File: src/rtl/pipe_hazard_ctrl.sv
// pipe_hazard_ctrl
// Central stall/flush controller for the 5-stage pipeline. It drives the
// enable, flush and bubble controls of the PC and the four pipeline registers.
// It resolves multi-cycle data-memory accesses in MEM, taken branches/jumps
// resolved in EX, and load-use data hazards, in that priority order.
//
// Parameters
//   MEM_WAIT  extra cycles a load/store occupies MEM (0 = single cycle, 0..15)
//   REG_AW    register-address width
//
// Ports
//   clk             clock, rising edge
//   reset           asynchronous active-low reset (asserted when 0)
//   ID_rs, ID_rt    source registers of the instruction in ID
//   EX_MemRead      instruction in EX is a load
//   EX_WriteReg     destination register of the instruction in EX
//   EX_BranchTaken  branch/jump in EX resolved taken this cycle
//   MEM_MemAccess   instruction in MEM is a load or store
//   PC_en, IFID_en, IDEX_en, EXMEM_en   register load enables
//   IFID_flush, IDEX_flush              clear to NOP / bubble
//   MEMWB_bubble    MEM/WB captures a bubble (RegWrite=0)
//   hz_state        action taken in the previous cycle
//                   (0 RUN, 1 LU_STALL, 2 MEM_WAIT, 3 FLUSH)
//   wait_cnt        current MEM wait counter
//   stall_cycles    stall cycle count (saturating)
//   flush_count     branch flush count (saturating)
//
// Optional feature
//   HAZ_PERF_CNT_EN  when defined, builds the two saturating performance
//                    counters; when undefined, both counter ports read 0 and
//                    no counter flops exist.

module pipe_hazard_ctrl #(
  parameter int MEM_WAIT = 2,
  parameter int REG_AW   = 5
) (
  input  logic              clk,
  input  logic              reset,
  input  logic [REG_AW-1:0] ID_rs,
  input  logic [REG_AW-1:0] ID_rt,
  input  logic              EX_MemRead,
  input  logic [REG_AW-1:0] EX_WriteReg,
  input  logic              EX_BranchTaken,
  input  logic              MEM_MemAccess,
  output logic              PC_en,
  output logic              IFID_en,
  output logic              IFID_flush,
  output logic              IDEX_en,
  output logic              IDEX_flush,
  output logic              EXMEM_en,
  output logic              MEMWB_bubble,
  output logic [1:0]        hz_state,
  output logic [3:0]        wait_cnt,
  output logic [31:0]       stall_cycles,
  output logic [31:0]       flush_count
);

  typedef enum logic [1:0] {
    ACT_RUN      = 2'd0,
    ACT_LU_STALL = 2'd1,
    ACT_MEM_WAIT = 2'd2,
    ACT_FLUSH    = 2'd3
  } hz_act_e;

  // Wait count at which the memory access is allowed to leave MEM.
  localparam logic [3:0] WAIT_LAST = 4'(MEM_WAIT);

  logic [3:0] wait_q;
  logic [3:0] wait_d;
  hz_act_e    state_q;
  hz_act_e    act;
  logic       mem_hold;
  logic       lu_hazard;

  // With MEM_WAIT=0 the counter never leaves 0, so the hold never asserts.
  assign mem_hold = MEM_MemAccess && (wait_q != WAIT_LAST);

  // Register 0 is hard-wired zero, so a load targeting it never creates a hazard.
  assign lu_hazard = EX_MemRead && (EX_WriteReg != '0) &&
                     ((EX_WriteReg == ID_rs) || (EX_WriteReg == ID_rt));

  // Priority decision: reset freeze, then MEM hold, then branch flush, then
  // load-use stall, otherwise RUN. A branch in EX during a hold stays in EX
  // because ID/EX and EX/MEM are frozen, so its flush fires on release.
  always_comb begin
    act          = ACT_RUN;
    wait_d       = '0;
    PC_en        = 1'b1;
    IFID_en      = 1'b1;
    IFID_flush   = 1'b0;
    IDEX_en      = 1'b1;
    IDEX_flush   = 1'b0;
    EXMEM_en     = 1'b1;
    MEMWB_bubble = 1'b0;
    if (!reset) begin
      PC_en        = 1'b0;
      IFID_en      = 1'b0;
      IDEX_en      = 1'b0;
      EXMEM_en     = 1'b0;
      MEMWB_bubble = 1'b1;
    end else if (mem_hold) begin
      act          = ACT_MEM_WAIT;
      wait_d       = wait_q + 4'd1;
      PC_en        = 1'b0;
      IFID_en      = 1'b0;
      IDEX_en      = 1'b0;
      EXMEM_en     = 1'b0;
      MEMWB_bubble = 1'b1;
    end else if (EX_BranchTaken) begin
      act        = ACT_FLUSH;
      IFID_flush = 1'b1;
      IDEX_flush = 1'b1;
    end else if (lu_hazard) begin
      act        = ACT_LU_STALL;
      PC_en      = 1'b0;
      IFID_en    = 1'b0;
      IDEX_flush = 1'b1;
    end
  end

  // Wait counter and record of the action taken in the cycle just ended.
  always_ff @(posedge clk or negedge reset) begin
    if (!reset) begin
      wait_q  <= '0;
      state_q <= ACT_RUN;
    end else begin
      wait_q  <= wait_d;
      state_q <= act;
    end
  end

  assign wait_cnt = wait_q;
  assign hz_state = state_q;

`ifdef HAZ_PERF_CNT_EN
  logic [31:0] stall_q;
  logic [31:0] flush_q;

  // Saturating counters: MEM holds and load-use stalls both count as stalls.
  always_ff @(posedge clk or negedge reset) begin
    if (!reset) begin
      stall_q <= '0;
      flush_q <= '0;
    end else begin
      if (((act == ACT_MEM_WAIT) || (act == ACT_LU_STALL)) && (stall_q != '1))
        stall_q <= stall_q + 32'd1;
      if ((act == ACT_FLUSH) && (flush_q != '1))
        flush_q <= flush_q + 32'd1;
    end
  end

  assign stall_cycles = stall_q;
  assign flush_count  = flush_q;
`else
  assign stall_cycles = '0;
  assign flush_count  = '0;
`endif

endmodule

File: config.mk
export PLATFORM = sky130hd
export DESIGN_NAME = pipe_hazard_ctrl
export DESIGN_NICKNAME = d
export VERILOG_FILES = /design/src/rtl/pipe_hazard_ctrl.sv
export SDC_FILE = /design/constraint.sdc
export NUM_CORES = 1
export LEC_CHECK = 0
export CORE_ASPECT_RATIO = 1.2
export CORE_MARGIN = 3
export CORE_UTILIZATION = 31
export DETAILED_ROUTE_END_ITERATION = 10
export HOLD_SLACK_MARGIN = 0.02
export PLACE_DENSITY = 0.91
export SYNTH_ARGS = -nofsm -noshare
export SYNTH_HDL_FRONTEND = slang
export SYNTH_SLANG_ARGS = --single-unit
File: constraint.sdc
create_clock -name clk -period 4.3 [get_ports clk]
set_clock_uncertainty 0.05 [all_clocks]
set_input_delay 0.86 -clock clk [delete_from_list [all_inputs] [get_ports clk]]
set_output_delay 0.86 -clock clk [all_outputs]
set_load 0.02 [all_outputs]
# Word-level counts from Yosys, hierarchy flattened
# Cells that the tools add are included.
[totals] reg_bits=6 latch_bits=0 ram_bits=0 mem_bits_ro=0 in_bits=20 output_inout_bits=77 memories=0
[op_classes] addsub=1 mul=0 div_mod_pow=0 order_cmp=0 eq_ne=3 n_shift=0 mux=21 n_bitwise=0 n_reduce_logical=5
[op_table] operator="two-way mux 1 bit" count=16
[op_table] operator="== test 5 bit" count=2
[op_table] operator="two-way mux 4 bit" count=2
[op_table] operator="two-way mux 2 bit" count=3
[op_table] operator="nonzero test 5 bit" count=1
[op_table] operator="adder 4 x 1 -> 4 bit, second input constant" count=1
[op_table] operator="!= test 4 x 2 -> 1 bit, second input constant" count=1
[op_table] operator="logical AND 1 bit" count=3
[op_table] operator="logical OR 1 bit" count=1

# Logic depth before layout (Yosys ltp)
# Gate-level depths: netlist of the first run.
[depth] word_depth=7 ltp_mapped=6 mapped_depth_nobuf=6

# Worst setup path before layout of the first run
# Ideal clock, no wire load.
[synth_timing] path_kind="reg2out" startpoint="reg wait_q[0] (netlist: wait_cnt[0])" endpoint="out IDEX_flush" arrival_ns=1.935 required_ns=3.390 path_slack_ns=1.455 stages_incl_launch_ff=7 n_path_buf=0 cell_sequence="dfrtp_1 -> inv_1 -> ha_1 -> or3b_4 -> a21oi_4 -> inv_2 -> o31ai_2"
[synth_between] elab_chain_len=4
[synth_lines] item="from (decl)" line_no="68" rtl="logic [3:0] wait_q;"
[synth_lines] item="from (signal assigned)" line_no="127" rtl="wait_q <= wait_d;"
[synth_lines] item="!= test 4 x 2 -> 1 bit" line_no="76" rtl="assign mem_hold = MEM_MemAccess && (wait_q != WAIT_LAST);"
[synth_lines] item="logical AND 1 bit" line_no="76"
[synth_lines] item="two-way mux 1 bit" line_no="101" rtl="end else if (mem_hold) begin"
[synth_lines] item="two-way mux 1 bit" line_no="95" rtl="if (!reset) begin"
[synth_lines] item="to (decl)" line_no="49" rtl="output logic IDEX_flush,"
# No other way between the ends.

# Final worst setup path of the first run
[layout_timing] startpoint="in EX_WriteReg[1]" endpoint="out PC_en"
[layout_between] elab_chain_len=7
[layout_lines] item="from (decl)" line_no="42" rtl="input logic [REG_AW-1:0] EX_WriteReg,"
[layout_lines] item="== test 5 bit or nonzero test 5 bit (tied branches)" line_no="80, 79"
[layout_lines] item="logical OR 1 bit or logical AND 1 bit (tied branches)" line_no="80, 79"
[layout_lines] item="logical AND 1 bit *" line_no="79" rtl="assign lu_hazard = EX_MemRead && (EX_WriteReg != '0) &&"
[layout_lines] item="two-way mux 1 bit *" line_no="113" rtl="end else if (lu_hazard) begin"
[layout_lines] item="two-way mux 1 bit *" line_no="109" rtl="end else if (EX_BranchTaken) begin"
[layout_lines] item="two-way mux 1 bit *" line_no="101"
[layout_lines] item="two-way mux 1 bit *" line_no="95"
[layout_lines] item="to (decl)" line_no="45" rtl="output logic PC_en,"
# Every way passes the cells marked *; elsewhere a longest branch is shown, timed or not.

==> impl_metrics.toml, run 1 <==
[synthesis]
netlist_area_um2 = 925
ys.warnings.count = 0
synth_cells = 112
syn-mean-instance-area_um2 = 8.26
synth_ff_type = "dfrtp_1"
synth_top_area_share_pct = 53.6
yosysTopAreaCell = "buf_4"
postSynth.asyncResetShare_pct = 100
post_synth_num_cell_types = 20
ys_ff_latch = 6
seq_area_frac_synth_pct = 16.2
post_synth_main_area_contributors = "buf_4 (54%), dfrtp_1 (16%), xor2_1 (10%), nor2_1 (3.2%), ha_1 (2.7%)"
synth_edf_count = 0

[drt]
drc_errors = 0
detail_route.wl_per_cell_um = 8.74
detailedRoute.firstIterationViolations = 3
drtAntennaViolNets = 0
dr_total_vias = 613
route.detailed.vias_per_inst = 3.42
wl_um = 1560
drt-pass1-iter-count = 3

[setup_path]
crit_top_cell = "clkdlybuf4s50_1"
max_stage_delay_ns = 0.60
timing.critical_path.buf_inv = 2
crit_chain = "clkdlybuf4s50_1 > or4_1 > o21ai_1 > o31a_2 > clkdlybuf4s50_1"
critPathSlowestCell = "clkdlybuf4s50_1"
timing.critical_path.max_delay_family = "buffers and inverters"
critical_path_cell_count = 5
critical_path_class = "in -> out"
cp.required_ns = 3.39
ff2ff_setup_slack_ns = 2.55
end_kind = "output port"
critical_path_arrival_ns = 2.87
critical_path.max_fanout = 3
reg2regPathDepth = 6
crit_path_start_kind = "input pin"

[clock_network]
quantity_of_gates_resized_following_cts = 0
clk_root_buffer_cell = "clkbuf_4"
cts_hold_buffers = 0
clock_tree.htree_level_count = 1
tritoncts.num_buffers = 3
cts.clk_slew.worst_paths_ns = 0.04
tritoncts = "built"
cts_post_setup_buffers_inserted = 0
clkSinkCount = 6
clockBufferDepth = 2
clk-insertion-delay-late_ns = 0.23

[layout]
final_layout_size_suffix_gt1_share_pct = 6.90
num-fill-cells = 295
commonest_non_fill_non_tap_cell_in_the_layout = "conb_1"
num-nets-final = 169
area.growth.synth_to_final_pct = 14.5
antenna_cells_inserted = 0
final_design_area_no_fill_um2 = 1060
final_cell_mix = "conb_1 (64), clkdlybuf4s50_1 (32), xor2_1 (11)"

[global_routing]
grt_pass1_vias = 521
pin_count_of_the_biggest_net_entering_global_routing = 8
met3_grt_util_pct = 3.91
globalRouteMet1Util_pct = 5.78
grt_pass1_wl_um = 2170
grt.met2_usage_pct = 16.1
grt_util_overall_pct = 7.55
antenna_found_initial = 0
grt_overflow_total = 0
top_usage_layer = "met2"

[die]
die_w_um = 55.9
rows = 21
effective_utilization_at_floorplan_pct = 32.9
die_h_um = 65.8
die_area_um2 = 3680
floorplan.core_area_um2 = 2810
top_level_ports = 97

[power]
pwr_density_cell_nw_per_um2 = 206
power_leakage_uw = 0.000550
power.total_uw = 218
ir_drop_mv = 0.101

[place]
detailedPlacementHpwl_um = 1490
postPlaceCellArea_um2 = 1040
numPortBuffers = 32
pre_cts_ws_ns = 0.497
finalWeightedCongestion = 0.709

[sta]
setup-violations-final = 0
fin_hold_ws_ns = 0.460
finalWorstSetupSlack_ns = 0.517
post-route-min-period_ns = 3.78
layout_worst_path_cycle_share_pct = 88.0
rsz0062_at_grt = "false"
timing.final.hold_violations = 0
setup_tns_ns = 0
max_freq_mhz = 264
slew_viol_final = 0

[job]
maxCapViolCount = 0

[status]
status = "finished, final reports clean"

[hold_path]
hold_depth = 1
holdCritPathClass = "reg -> reg"
power by group:
| group | internal (µW) | switching [µW] | leakage (µW) |
|---|---|---|---|
| sequential | 58.7 | 1.46 | 0.0000806 |
| clock | 31.4 | 17.2 | 0.0000138 |
| combinational | 34.0 | 75.7 | 0.000456 |
| total | 124 | 94.4 | 0.000550 |
sequential cells by signal, indices dropped and copies added (netlist names):
signal / cells
hz_state: 2
wait_cnt: 4
cells in the mapped netlist (2+ instances only):
master,n
buf_4,66
xor2_1,11
nor2_1,8
dfrtp_1,6
inv_1,3
ha_1,2
nand2_1,2
nor3_1,2
path summary, 6_finish.rpt:
kind | startpoint | to
setup / recovery | EX_WriteReg[1] | PC_en
hold / removal | wait_cnt[0] | wait_cnt[0]
setup reg to reg | wait_cnt[0] | hz_state[0]
hold reg to reg | wait_cnt[0] | wait_cnt[0]
max in group asynchronous | reset | wait_cnt[0]
min in group asynchronous | reset | hz_state[1]
cell families (layout without fill, tap and decap cells):
group	Yosys count	after routing	share of synthesized area (%)
buffers and inverters	70	40	55.2
and+or+nand+nor	16	16	8.53
DFF	6	6	16.2
AOI/OAI and AO/OA	5	5	5.55
xor gates and xnor gates	12	12	11.4
adders and majority gates	2	2	2.71
other	1	64	0.406
metal layers:
| metal | part of all wire (%) | vias up |
|---|---|---|
| met5 | 0 | - |
| met4 | 0 | 0 |
| met3 | 20 | 0 |
| met2 | 53 | 64 |
| met1 | 27 | 265 |
| li1 | - | 284 |
through the flow:
step | std cells | util, %
3_3_place_gp | 176 | 36.8
4_1_cts | 179 | 37.7
3_5_place_dp | 176 | 36.8
5_1_grt | 179 | 37.7
2_1_floorplan | 175 | -
6_report | 179 | 37.7
area by class of cell:
| class | instances | area [µm²] | area share, % |
|---|---|---|---|
| well taps | 34 | 42.5 | 4.02 |
| repair buffers | 33 | 328 | 31.0 |
| clock buffers | 3 | 22.5 | 2.13 |
| flip-flops and latches | 6 | 150 | 14.2 |
| multi-input cells | 99 | 500 | 47.3 |
| inverters | 4 | 15.0 | 1.42 |
Power figures use the tool's default switching activity.
==> inputs of run 2 (changes only) <==
--- a/config.mk
+++ b/config.mk
@@ -6,4 +6,5 @@
 export NUM_CORES = 1
 export LEC_CHECK = 0
+export CAP_MARGIN = 20
 export CORE_ASPECT_RATIO = 1.2
 export CORE_MARGIN = 3
@@ -12,4 +13,5 @@
 export HOLD_SLACK_MARGIN = 0.02
 export PLACE_DENSITY = 0.91
+export SETUP_SLACK_MARGIN = 0.4
 export SYNTH_ARGS = -nofsm -noshare
 export SYNTH_HDL_FRONTEND = slang
--- a/constraint.sdc
+++ b/constraint.sdc
@@ -3,3 +3,3 @@
 set_input_delay 0.86 -clock clk [delete_from_list [all_inputs] [get_ports clk]]
 set_output_delay 0.86 -clock clk [all_outputs]
-set_load 0.02 [all_outputs]
+set_load 0.05 [all_outputs]
==> impl_metrics.toml, run 2 (same netlist as run 1, synthesis figures left out) <==
[sta]
fin_hold_ws_ns = 0.480
relSlewSlack_pct = 65.4
layout_worst_path_cycle_share_pct = 86.4
max_freq_mhz = 269
post-route-min-period_ns = 3.72
slew_viol_final = 0
setup_tns_ns = 0
rsz0062_at_grt = "false"
timing_worst_slew_pin_value_ns = 0.518
setup-violations-final = 0
timing.final.hold_violations = 0
finalWorstSetupSlack_ns = 0.584

[drt]
wl_um = 1530
detailedRoute.firstIterationViolations = 5
detail_route.wl_per_cell_um = 8.58
drt-pass1-iter-count = 2
route.detailed.vias_per_inst = 3.35
drtAntennaViolNets = 0
dr_total_vias = 596
drc_errors = 0

[status]
status = "finished, final reports clean"

[setup_path]
critical_path_arrival_ns = 2.81
reg2regPathDepth = 6
critical_path.max_fanout = 8
end_kind = "output port"
timing.critical_path.buf_inv = 4
timing.critical_path.max_delay_family = "buffers and inverters"
critical_path_cell_count = 6
crit_path_start_kind = "input pin"
critical_path_class = "in -> out"
critPathSlowestCell = "clkdlybuf4s50_1"
max_stage_delay_ns = 0.79
crit_chain = "clkdlybuf4s50_1 > inv_1 > a21oi_4 > nand2_1 > inv_1 > clkdlybuf4s50_1"
cp.required_ns = 3.39

[global_routing]
grt_util_overall_pct = 7.26
met3_grt_util_pct = 3.71
grt_pass1_vias = 505
grt.met2_usage_pct = 15.2
top_usage_layer = "met2"
antenna_found_initial = 0
grt_overflow_total = 0
globalRouteMet1Util_pct = 4.36
pin_count_of_the_biggest_net_entering_global_routing = 9
grt_pass1_wl_um = 1990

[clock_network]
clk_root_buffer_cell = "clkbuf_4"
clkSinkCount = 6
cts_hold_buffers = 0
cts.clk_slew.worst_paths_ns = 0.04
tritoncts.num_buffers = 3
tritoncts = "built"
cts_post_setup_buffers_inserted = 0
quantity_of_gates_resized_following_cts = 0
clockBufferDepth = 2
clock_tree.htree_level_count = 1
clk-insertion-delay-late_ns = 0.24

[place]
placed_cells_incl_taps = 175
pre_cts_ws_ns = 0.554
detailedPlacementHpwl_um = 1470
finalWeightedCongestion = 0.754
numPortBuffers = 32

[layout]
final_layout_size_suffix_gt1_share_pct = 8.33
num-nets-final = 168
commonest_non_fill_non_tap_cell_in_the_layout = "conb_1"
antenna_cells_inserted = 0
num-fill-cells = 301
area.growth.synth_to_final_pct = 12.9
final_cell_mix = "conb_1 (64), clkdlybuf4s50_1 (29), xor2_1 (11)"
layout.core_utilization_pct = 37.1
largest_register_ff_count = 4
fin_cells = 178

[die]
top_level_ports = 97
die_w_um = 55.9
die_h_um = 65.8
die_area_um2 = 3680
effective_utilization_at_floorplan_pct = 32.9
floorplan.core_area_um2 = 2810
rows = 21

[hold_path]
hold_depth = 1
holdCritPathClass = "reg -> reg"

[power]
ir_drop_mv = 0.135
pwr_density_cell_nw_per_um2 = 290
power_leakage_uw = 0.000550

[job]
maxCapViolCount = 0
-- run 2: final timing paths --
| check | slack, ns | end | startpoint |
|---|---|---|---|
| max | 0.58 | IFID_flush | reset |
| min reg2reg | 0.48 | wait_cnt[0] | wait_cnt[0] |
| min in group asynchronous | 0.83 | hz_state[1] | reset |
| max reg2reg | 2.58 | hz_state[0] | wait_cnt[0] |
| min | 0.48 | wait_cnt[0] | wait_cnt[0] |
| max in group asynchronous | 3.13 | wait_cnt[2] | reset |
-- run 2: layer usage --
metal  vias to the layer above  share of wire (%)
met4                         0               0.52
met3                         2                 23
met5                         -                  0
met1                       246                 21
met2                        64                 56
li1                        284                  -
-- run 2: final cells by class --
class	count	area, µm²	area share, %
clock buffer	3	22.5	2.16
inverter	4	15.0	1.44
multi-input combinational	99	500	48.0
sequential	6	150	14.4
tap	34	42.5	4.08
timing repair buffer	32	313	30.0
-- run 2: where the power goes --
| group | switching (µW) | internal [µW] |
|---|---|---|
| Sequential | 1.49 | 58.7 |
| Clock | 17.3 | 31.4 |
| Combinational | 161 | 32.6 |
-- run 2: per-stage QoR --
step / cell area [µm²] / power, µW
detailed placement: 1020 / 254
floorplan: 1160 / 266
CTS: 1040 / 306
finish: 1040 / 303
global placement: 1020 / 254
global route: 1040 / 317
==> inputs of run 3 (changes only) <==
ABC_CLOCK_PERIOD_IN_PS = 4300   (was default)
PLACE_DENSITY = 0.86   (was 0.91)
==> impl_metrics.toml, run 3 (same netlist as run 1, synthesis figures left out) <==
[layout]
area.growth.synth_to_final_pct = 13.7
num-nets-final = 169
num-fill-cells = 299
final_layout_size_suffix_gt1_share_pct = 8.97
layout.core_utilization_pct = 37.4
antenna_cells_inserted = 0
commonest_non_fill_non_tap_cell_in_the_layout = "conb_1"
largest_register_ff_count = 4
final_cell_mix = "conb_1 (64), clkdlybuf4s50_1 (29), xor2_1 (11)"

[drt]
detail_route.wl_per_cell_um = 9.02
wl_um = 1610
detailedRoute.firstIterationViolations = 7
highest-signal-layer = "met4"
routed_wl_met2_um = 920
met3RoutedLength_um = 310
drt-pass1-iter-count = 2
dr_total_vias = 619
route.detailed.vias_per_inst = 3.46
wl_met1_um = 369
drtAntennaViolNets = 0
drc_errors = 0

[sta]
setup_tns_ns = 0
rsz0062_at_grt = "false"
post-route-min-period_ns = 3.49
setup-violations-final = 0
slew_viol_final = 0
timing_worst_slew_pin_value_ns = 0.513
timing.final.hold_violations = 0
relSlewSlack_pct = 65.7
layout_worst_path_cycle_share_pct = 81.2
max_freq_mhz = 286

[clock_network]
cts_hold_buffers = 0
quantity_of_gates_resized_following_cts = 0
clock_tree.htree_level_count = 1
clkSinkCount = 6
clockBufferDepth = 2
cts_post_setup_buffers_inserted = 0
clk_root_buffer_cell = "clkbuf_4"
cts.clk_slew.worst_paths_ns = 0.04
tritoncts.num_buffers = 3
tritoncts = "built"
clk-insertion-delay-late_ns = 0.24

[global_routing]
grt_pass1_vias = 542
antenna_found_initial = 0
pin_count_of_the_biggest_net_entering_global_routing = 8
grt_pass1_wl_um = 2210
grt_overflow_total = 0
grt_util_overall_pct = 7.94

[setup_path]
cp.required_ns = 3.39
reg2regPathDepth = 6
max_stage_delay_ns = 0.79
crit_chain = "clkdlybuf4s50_1 > inv_1 > a21oi_4 > nand2_1 > inv_1 > clkdlybuf4s50_1"
critical_path.max_fanout = 5
ff2ff_setup_slack_ns = 2.55
end_kind = "output port"
crit_path_start_kind = "input pin"
critical_path_class = "in -> out"
critPathSlowestCell = "clkdlybuf4s50_1"
critical_path_arrival_ns = 2.58

[die]
die_w_um = 55.9
effective_utilization_at_floorplan_pct = 32.9
floorplan.core_area_um2 = 2810
top_level_ports = 97
die_area_um2 = 3680
die_h_um = 65.8
rows = 21

[place]
detailedPlacementHpwl_um = 1470
finalWeightedCongestion = 0.809
numPortBuffers = 32

[status]
status = "finished, final reports clean"

[power]
pwr_density_cell_nw_per_um2 = 291
power_leakage_uw = 0.000555
ir_drop_mv = 0.103

[hold_path]
holdCritPathClass = "reg -> reg"
hold_depth = 1

[job]
maxCapViolCount = 0
==> run 3: path summary, 6_finish.rpt <==
| path | from | endpoint |
|---|---|---|
| max in group asynchronous | reset | hz_state[1] |
| setup reg to reg | wait_cnt[0] | hz_state[0] |
| min in group asynchronous | reset | wait_cnt[3] |
| hold / removal | wait_cnt[0] | wait_cnt[0] |
| hold reg to reg | wait_cnt[0] | wait_cnt[0] |
| setup / recovery | reset | IFID_flush |
==> run 3: through the flow <==
stage / power (µW) / instances / hold slack [ns] / cell area (µm²) / worst slack, ns
2_1_floorplan: 266 / 175 / 0.514 / 1160 / 0.613
3_3_place_gp: 255 / 176 / 0.449 / 1030 / 0.832
3_5_place_dp: 256 / 176 / 0.459 / 1030 / 0.814
4_1_cts: 308 / 179 / 0.465 / 1050 / 0.801
5_1_grt: 323 / 179 / 0.494 / 1050 / 0.741
6_report: 306 / 179 / 0.472 / 1050 / 0.807
==> run 3: area by class of cell <==
class	instances	area, µm²	share of cell area (%)
Tap cell	34	42.5	4.05
Sequential cell	6	150	14.3
Timing Repair Buffer	33	320	30.5
Multi-Input combinational cell	99	500	47.6
Inverter	4	15.0	1.43
Clock buffer	3	22.5	2.14
==> run 3: routing by layer <==
metal / track usage (%) / vias to the layer above
li1: - / 284
met2: 17.6 / 63
met5: 0 / -
met1: 5.21 / 270
met4: 3.56 / 0
met3: 3.52 / 2
==> run 3: critical path: cells and delay by family <==
family                 cells  cell delay [ns]
AOI/OAI and AO/OA          1             0.18
buffers and inverters      4             1.43
and+or+nand+nor            1             0.11
==> run 3: power breakdown <==
part / total [µW] / internal, µW / switching [µW]
registers: 60.4 / 58.7 / 1.64
logic: 195 / 33.3 / 162
clock network: 50.5 / 31.5 / 19.1
total: 306 / 123 / 183
